===== src/rtl/pattern_serializer.sv =====
`default_nettype none
// ============================================================================
// Module   : pattern_serializer
// Purpose  : Accepts a parallel frame through a valid/ready load port and
//            shifts it out MSB-first, one bit per accepted serial transfer.
//            While shifting it tracks occurrences of the sequence 110 and
//            builds a per-bit match map plus a match count for the frame.
// Ports    : clk, reset            - clock, synchronous active-high reset
//            load_valid/load_ready - frame request handshake
//            load_data, load_len   - payload and length (0 or >WIDTH -> WIDTH)
//            ser_bit/ser_valid/ser_ready - serial output handshake
//            bit_idx               - position of ser_bit in the frame
//            match_pulse           - current bit completes 110
//            done                  - one-cycle pulse after the last transfer
//            match_map/match_count - frame result, stable until next load
// Revision : 1.0 - initial release
// ============================================================================
module pattern_serializer #(
    parameter int WIDTH = 16,
    parameter int IDX_W = $clog2(WIDTH) + 1
) (
    input  logic             clk,
    input  logic             reset,
    input  logic             load_valid,
    output logic             load_ready,
    input  logic [WIDTH-1:0] load_data,
    input  logic [IDX_W-1:0] load_len,
    output logic             ser_bit,
    output logic             ser_valid,
    input  logic             ser_ready,
    output logic [IDX_W-1:0] bit_idx,
    output logic             match_pulse,
    output logic             done,
    output logic [WIDTH-1:0] match_map,
    output logic [IDX_W-1:0] match_count
);

    localparam logic [IDX_W-1:0] c_width = IDX_W'(WIDTH);
    localparam logic [WIDTH-1:0] c_one   = WIDTH'(1);

    typedef enum logic [1:0] {
        IDLE = 2'd0,
        SEND = 2'd1,
        DONE = 2'd2
    } state_t;

    state_t           state_q,  state_d;
    logic [WIDTH-1:0] data_q,   data_d;
    logic [IDX_W-1:0] len_q,    len_d;
    logic [IDX_W-1:0] idx_q,    idx_d;
    logic [1:0]       hist_q,   hist_d;
    logic [WIDTH-1:0] map_q,    map_d;
    logic [IDX_W-1:0] count_q,  count_d;

    logic [IDX_W-1:0] w_len_clamp;
    logic [IDX_W-1:0] w_pos;
    logic             w_ser_bit;
    logic             w_match;

    // Frame lengths of zero or beyond the payload width mean "full width".
    assign w_len_clamp = ((load_len == '0) || (load_len > c_width)) ? c_width : load_len;

    // The payload is left-aligned on load so the next bit to send is always
    // the MSB of data_q; zeros shift in behind it, which keeps ser_bit at 0
    // whenever no frame is in flight.
    assign w_ser_bit = data_q[WIDTH-1];

    // Match-map position for the bit currently presented.
    assign w_pos   = len_q - idx_q - IDX_W'(1);
    assign w_match = (hist_q == 2'b11) && !w_ser_bit;

    always_comb begin
        state_d = state_q;
        data_d  = data_q;
        len_d   = len_q;
        idx_d   = idx_q;
        hist_d  = hist_q;
        map_d   = map_q;
        count_d = count_q;
        case (state_q)
            IDLE: begin
                if (load_valid) begin
                    data_d  = load_data << (c_width - w_len_clamp);
                    len_d   = w_len_clamp;
                    idx_d   = '0;
                    hist_d  = 2'b00;
                    map_d   = '0;
                    count_d = '0;
                    state_d = SEND;
                end
            end
            SEND: begin
                if (ser_ready) begin
                    data_d = {data_q[WIDTH-2:0], 1'b0};
                    hist_d = {hist_q[0], w_ser_bit};
                    if (w_match) begin
                        map_d   = map_q | (c_one << w_pos);
                        count_d = count_q + IDX_W'(1);
                    end
                    idx_d = idx_q + IDX_W'(1);
                    if (idx_q == (len_q - IDX_W'(1))) begin
                        state_d = DONE;
                    end
                end
            end
            DONE: begin
                state_d = IDLE;
            end
            default: begin
                state_d = IDLE;
            end
        endcase
    end

    always_ff @(posedge clk) begin
        if (reset) begin
            state_q <= IDLE;
            data_q  <= '0;
            len_q   <= '0;
            idx_q   <= '0;
            hist_q  <= 2'b00;
            map_q   <= '0;
            count_q <= '0;
        end else begin
            state_q <= state_d;
            data_q  <= data_d;
            len_q   <= len_d;
            idx_q   <= idx_d;
            hist_q  <= hist_d;
            map_q   <= map_d;
            count_q <= count_d;
        end
    end

    // Handshake outputs decode directly from the state register.
    assign load_ready  = (state_q == IDLE);
    assign ser_valid   = (state_q == SEND);
    assign done        = (state_q == DONE);
    assign ser_bit     = w_ser_bit;
    assign bit_idx     = idx_q;
    assign match_pulse = ser_valid && w_match;
    assign match_map   = map_q;
    assign match_count = count_q;

endmodule
`default_nettype wire


===== config.mk =====
export PLATFORM = sky130hd
export DESIGN_NAME = pattern_serializer
export DESIGN_NICKNAME = d
export VERILOG_FILES = /design/src/rtl/pattern_serializer.sv
export SDC_FILE = /design/constraint.sdc
export NUM_CORES = 1
export LEC_CHECK = 0
export ABC_AREA = 1
export CAP_MARGIN = 20
export CORE_MARGIN = 2
export CORE_UTILIZATION = 28
export DETAILED_ROUTE_END_ITERATION = 6
export GPL_TIMING_DRIVEN = 0
export PLACE_DENSITY = 0.55
export SLEW_MARGIN = 30
export SYNTH_ARGS = -nofsm -noshare
export SYNTH_HDL_FRONTEND = slang
export SYNTH_SLANG_ARGS = --single-unit

===== constraint.sdc =====
create_clock -name clk -period 4.9 [get_ports clk]
set_input_delay 0.49 -clock clk [delete_from_list [all_inputs] [get_ports clk]]
set_output_delay 0.49 -clock clk [all_outputs]
set_load 0.02 [all_outputs]

Yosys cells after proc, flatten, opt, wreduce, memory -nomap -nowiden
Cells that the tools add are included.
{"block": "word_totals", "ff_bits": 51, "inputBits": 25, "wordCells": 57}
{"block": "op_classes", "add_sub_neg": 6, "n_lt_le_gt_ge": 1, "eq_ne": 8, "shift": 2, "mux": 21, "bitwise": 1, "n_reduce_logical": 11}
{"operator": "2-to-1 mux 16 bit", "count": 5}
{"operator": "case mux 16 bit (2 select lines)", "count": 2}
{"operator": "2-to-1 mux 5 bit", "count": 5}
{"operator": "case mux 5 bit (2 select lines)", "count": 2}
{"operator": "bitwise OR 16 bit", "count": 1}
{"operator": "left shift 1 x 5 -> 16 bit (first input constant)", "count": 1}
{"operator": "left shift 16 x 5 -> 16 bit", "count": 1}
{"operator": "adder 5 x 1 -> 5 bit (second input constant)", "count": 2}
{"operator": "2-to-1 mux 2 bit", "count": 5}
{"operator": "subtractor 5 x 1 -> 5 bit (second input constant)", "count": 2}
{"operator": "case mux 2 bit (2 select lines)", "count": 2}
{"operator": "!= test 2 x 1 -> 1 bit (second input constant)", "count": 3}
{"operator": "AND reduction 3 bit", "count": 2}
{"operator": "equality test 5 bit", "count": 1}
{"operator": "greater-than comparator 5 bit (second input constant)", "count": 1}
{"operator": "logical NOT 5 bit", "count": 1}
{"operator": "subtractor 5 bit", "count": 1}
{"operator": "subtractor 5 bit (first input constant)", "count": 1}
{"operator": "equality test 2 bit (second input constant)", "count": 2}
{"operator": "AND reduction 4 bit", "count": 1}
{"operator": "equality test 2 x 1 -> 1 bit (second input constant)", "count": 1}
{"operator": "logical AND 1 bit", "count": 2}
{"operator": "logical NOT 2 bit", "count": 1}
{"operator": "!= test 2 bit (second input constant)", "count": 1}
{"operator": "4 further kinds", "count": 4}

Logic depth before layout (Yosys ltp)
{"block": "depth", "word_depth": 7, "mapped_depth": 19, "ltp_nobuf": 16}

Worst setup path after synthesis
No wires, ideal clock.
{"block": "synth_timing", "kind": "input-to-reg", "start": "input load_len[0]", "end": "register data_q[15]", "setup_ns": 0.109, "arrival_time_ns": 2.628, "required_ns": 4.791, "path_slack_ns": 2.163, "stages": 17, "path_buffers": 4, "cell_sequence": "clkbuf_1 -> nor2_1 -> nand3_1 -> ha_1 -> inv_2 -> nand2_1 -> buf_2 -> ha_1 -> buf_2 -> clkbuf_1 -> nand3_1 -> nand3_1 -> nand2_1 -> nand2_1 -> nand3_1 -> nand2_1 -> inv_1"}
{"block": "synth_via", "elab_chain_len": 7, "word_cells_on_any_way": 8}
{"item": "start, declared", "line_no": "27", "source": "input logic [IDX_W-1:0] load_len,"}
{"item": "greater-than comparator 5 bit / logical NOT 5 bit (equally long branches)", "line_no": "61", "source": "assign w_len_clamp = ((load_len == '0) || (load_len > c_width)) ? c_width : load_len;"}
{"item": "logical OR 1 bit", "line_no": "61"}
{"item": "2-to-1 mux 5 bit (*)", "line_no": "61"}
{"item": "subtractor 5 bit (*)", "line_no": "83", "source": "data_d = load_data << (c_width - w_len_clamp);"}
{"item": "left shift 16 x 5 -> 16 bit (*)", "line_no": "83"}
{"item": "2-to-1 mux 16 bit (*)", "line_no": "82", "source": "if (load_valid) begin"}
{"item": "case mux 16 bit (2 select lines) (*)", "line_no": "80", "source": "case (state_q)"}
{"item": "end signal, assigned", "line_no": "126", "source": "data_q <= data_d;"}
{"item": "end, declared", "line_no": "48", "source": "logic [WIDTH-1:0] data_q, data_d;"}
Mark *: on every way between the ends. The rest lies on a longest branch, timed or not. The select of a mux whose other input is x is not followed.
A chain may end at the register's enable or synchronous reset.

Final worst setup path
Ends and elaborated chain as after synthesis.

==> run metrics <==
status finished clean; worst hold slack 0.450 ns; PwrDens 284 nW/µm²; largest family of logic cells by synthesized area simple AND/OR/NAND/NOR gates; sequential share of the synthesized area 31.0%; Reg-to-Reg Start bit_idx[0]; diode count 0; Worst Max-Slew Pin Slew 0.498 ns; path depth of the worst reg2reg path 9; max-cap violations 0; top cells by area, synth dfxtp_1 (31%), nand3_1 (15%), nand2_1 (14%), inv_1 (8.4%), a21oi_1 (6.4%); Vias/cell 4.80; 1st-iter DRT viols 207; switching share of power 34.4%; CP Launch Type input port; fin util 36.4%; CORE AREA 11500 µm²; full die area 12600 µm²; Synth Instances 522; final worst slack 1.39 ns; crit share post-route 71.6%; DR pass1 iterations 5; WHS Path Cells 2; Die Wd 112 µm; Port Buf Inserts 55; mux contribution to synthesized area 0%; area share of xor/xnor cells in the synthesized design 3.42%; final wirelength 8960 µm; Post-DP HPWL 7200 µm; Clk pwr share 30.3%; CTS tree yes; initial cell density of the core 28.7%; post_cts resized 0; CP arrival 3.70 ns; post-route ant nets 0; H-tree depth 2; global-route wire length before repair 15400 µm; skew final 0.00960 ns; RSZ-0062 raised after global routing false; Rel. slew slack 66.8%; cts hold-fix bufs 0; post-CTS setup buffer count 0; DR WL/cell 12.3 µm; Max Freq 285 MHz; CTS root buf clkbuf_16; # IOs 56; CTS Buffer Depth 2; Vias 3497; Data required, critical path 5.09 ns; Setup Slack @ Placement 1.10 ns; share of layout cells above drive strength 1 5.30%; fill count 1282; Max FO, Critical Path 10; largest net degree at the start of global routing 17; Post-Synth Adder-Cell Area 4.03%; combinational share of power 31.3%; Final Max Tran Viols 0; Clock Sinks 51; vias in the first global route 3406; synthesized flop and latch total 51; final global-route overflow total 0; top-area cell type share of the netlist area 31.0%; Overall Global Routing Usage 14.5%; area grow syn2layout 26.9%; final setup fails 0; drt drc 0; post-synthesis simple-gate area fraction 34.8%; Leak 1.81 nW; Yosys cell types 31; CTS buffer count 5; Worst Setup End Kind register; # rows 39; # nets final 619; Hold Path Class register to register; initial antenna violation count 0; internal power 0.778 mW; Die Height 112 µm; Hold EP match_map[5]; Synth Area in Compound Gates 14.8%; Yosys top cell by area dfxtp_1; critical path class input port to register; Syn Area/Cell 6.31 µm²; Ys Warns 0; power share of the sequential group 38.4%; setup_tns 0 ns; CTS clk-pin slew, worst paths 0.07 ns; Final Hold Fails 0; Hold Crit Start match_map[5]; Final Critical Period 3.51 ns; final RePlAce weighted congestion 0.875; Reg2Reg Setup Slack 2.79 ns; Net Count, Synth 557; clk_lat worst skew 0.29 ns; net switching power of the design 0.408 mW; mapped cell area 3290 µm²; Critical R2R Capture match_map[11]; Peak VDD IR 0.143 mV
## registers in the layout (all words and copies together) (netlist names)
register,count
len_q,5
state_q,2
match_count,5
bit_idx,5
hist_q,2
data_q,16
match_map,16
## metrics by stage
stage / area (µm²) / cells / power [mW]
3_5_place_dp: 4020 / 720 / 0.834
5_1_grt: 4180 / 728 / 1.27
2_1_floorplan: 3290 / 522 / 0.725
6_report: 4180 / 728 / 1.19
4_1_cts: 4180 / 728 / 1.20
3_3_place_gp: 4020 / 720 / 0.830
## cells by family after synthesis
family                     count (synthesis)
adders and majority gates                 10
buffers and inverters                     99
AOI/OAI and AO/OA                         89
and+or+nand+nor                          264
DFF                                       51
xor gates and xnor gates                   9
## power groups by stage
stage	Clock [mW]	Combinational (mW)	Sequential [mW]
CTS	0.371	0.371	0.456
global route	0.389	0.424	0.459
floorplan	0	0.257	0.468
global placement	0	0.366	0.465
finish	0.359	0.371	0.456
detailed placement	0	0.369	0.465
## layout make-up
| cell class | instances | area [µm²] | share of cell area (%) |
|---|---|---|---|
| Tap cell | 143 | 179 | 4.28 |
| Multi-Input combinational cell | 372 | 1880 | 45.0 |
| Inverter | 77 | 289 | 6.92 |
| Buffer | 22 | 105 | 2.51 |
| Sequential cell | 51 | 1020 | 24.4 |
| Clock buffer | 6 | 139 | 3.32 |
| Clock inverter | 2 | 16.3 | 0.389 |
| Timing Repair Buffer | 55 | 551 | 13.2 |
## cell usage in the layout, fill, tap and decap left out, drive strengths merged
cell	n
a22oi	8
o21a	1
nand3	101
ha	9
buf	11
nor3	1
o21ai	29
clkinv	1
clkdlybuf4s50	55
a31oi	7
xor2	4
dfxtp	51
nand4	7
or2	1
a21oi	44
nand2	120
xnor2	5
nor2	34
clkinvlp	1
clkbuf	17
inv	77
fa	1
## worst max-delay path: stages
cell and delay, ns:
clkdlybuf4s50_1 0.53, clkbuf_1 0.39, nor2_1 0.10, nand3_1 0.09
ha_1 0.24, inv_2 0.10, nand2_1 0.10, buf_2 0.20
ha_1 0.28, buf_2 0.18, clkbuf_1 0.38, nand3_1 0.17
nand3_1 0.10, nand2_1 0.09, nand2_1 0.07, nand3_1 0.08
nand2_1 0.07, inv_1 0.03
## how the worst max path moves through the flow
stage                  to  slack [ns]  depth (start not counted)         from
6_report       data_q[15]        1.39                         18  load_len[0]
3_5_place_dp   data_q[13]        1.10                         18  load_len[0]
2_1_floorplan  data_q[15]        2.16                         17  load_len[0]
5_1_grt        data_q[12]        1.05                         18  load_len[0]
3_3_place_gp   data_q[15]        1.09                         18  load_len[0]
4_1_cts        data_q[12]        1.39                         18  load_len[0]
## layer usage
metal	track usage (%)	up-vias	routed length (µm)
met4	3.50	0	143
li1	-	1836	-
met3	2.32	12	340
met2	24.4	70	4130
met1	19.5	1579	4340
met5	0	-	0
## cells in the mapped netlist, drive strengths merged
library cell,number
nand2,120
nand3,101
inv,77
dfxtp,51
a21oi,44
nor2,34
o21ai,29
buf,11
clkbuf,11
ha,9
a22oi,8
a31oi,7
nand4,7
xnor2,5
xor2,4
fa,1
nor3,1
o21a,1
or2,1
(Power assumes the default switching activity.)
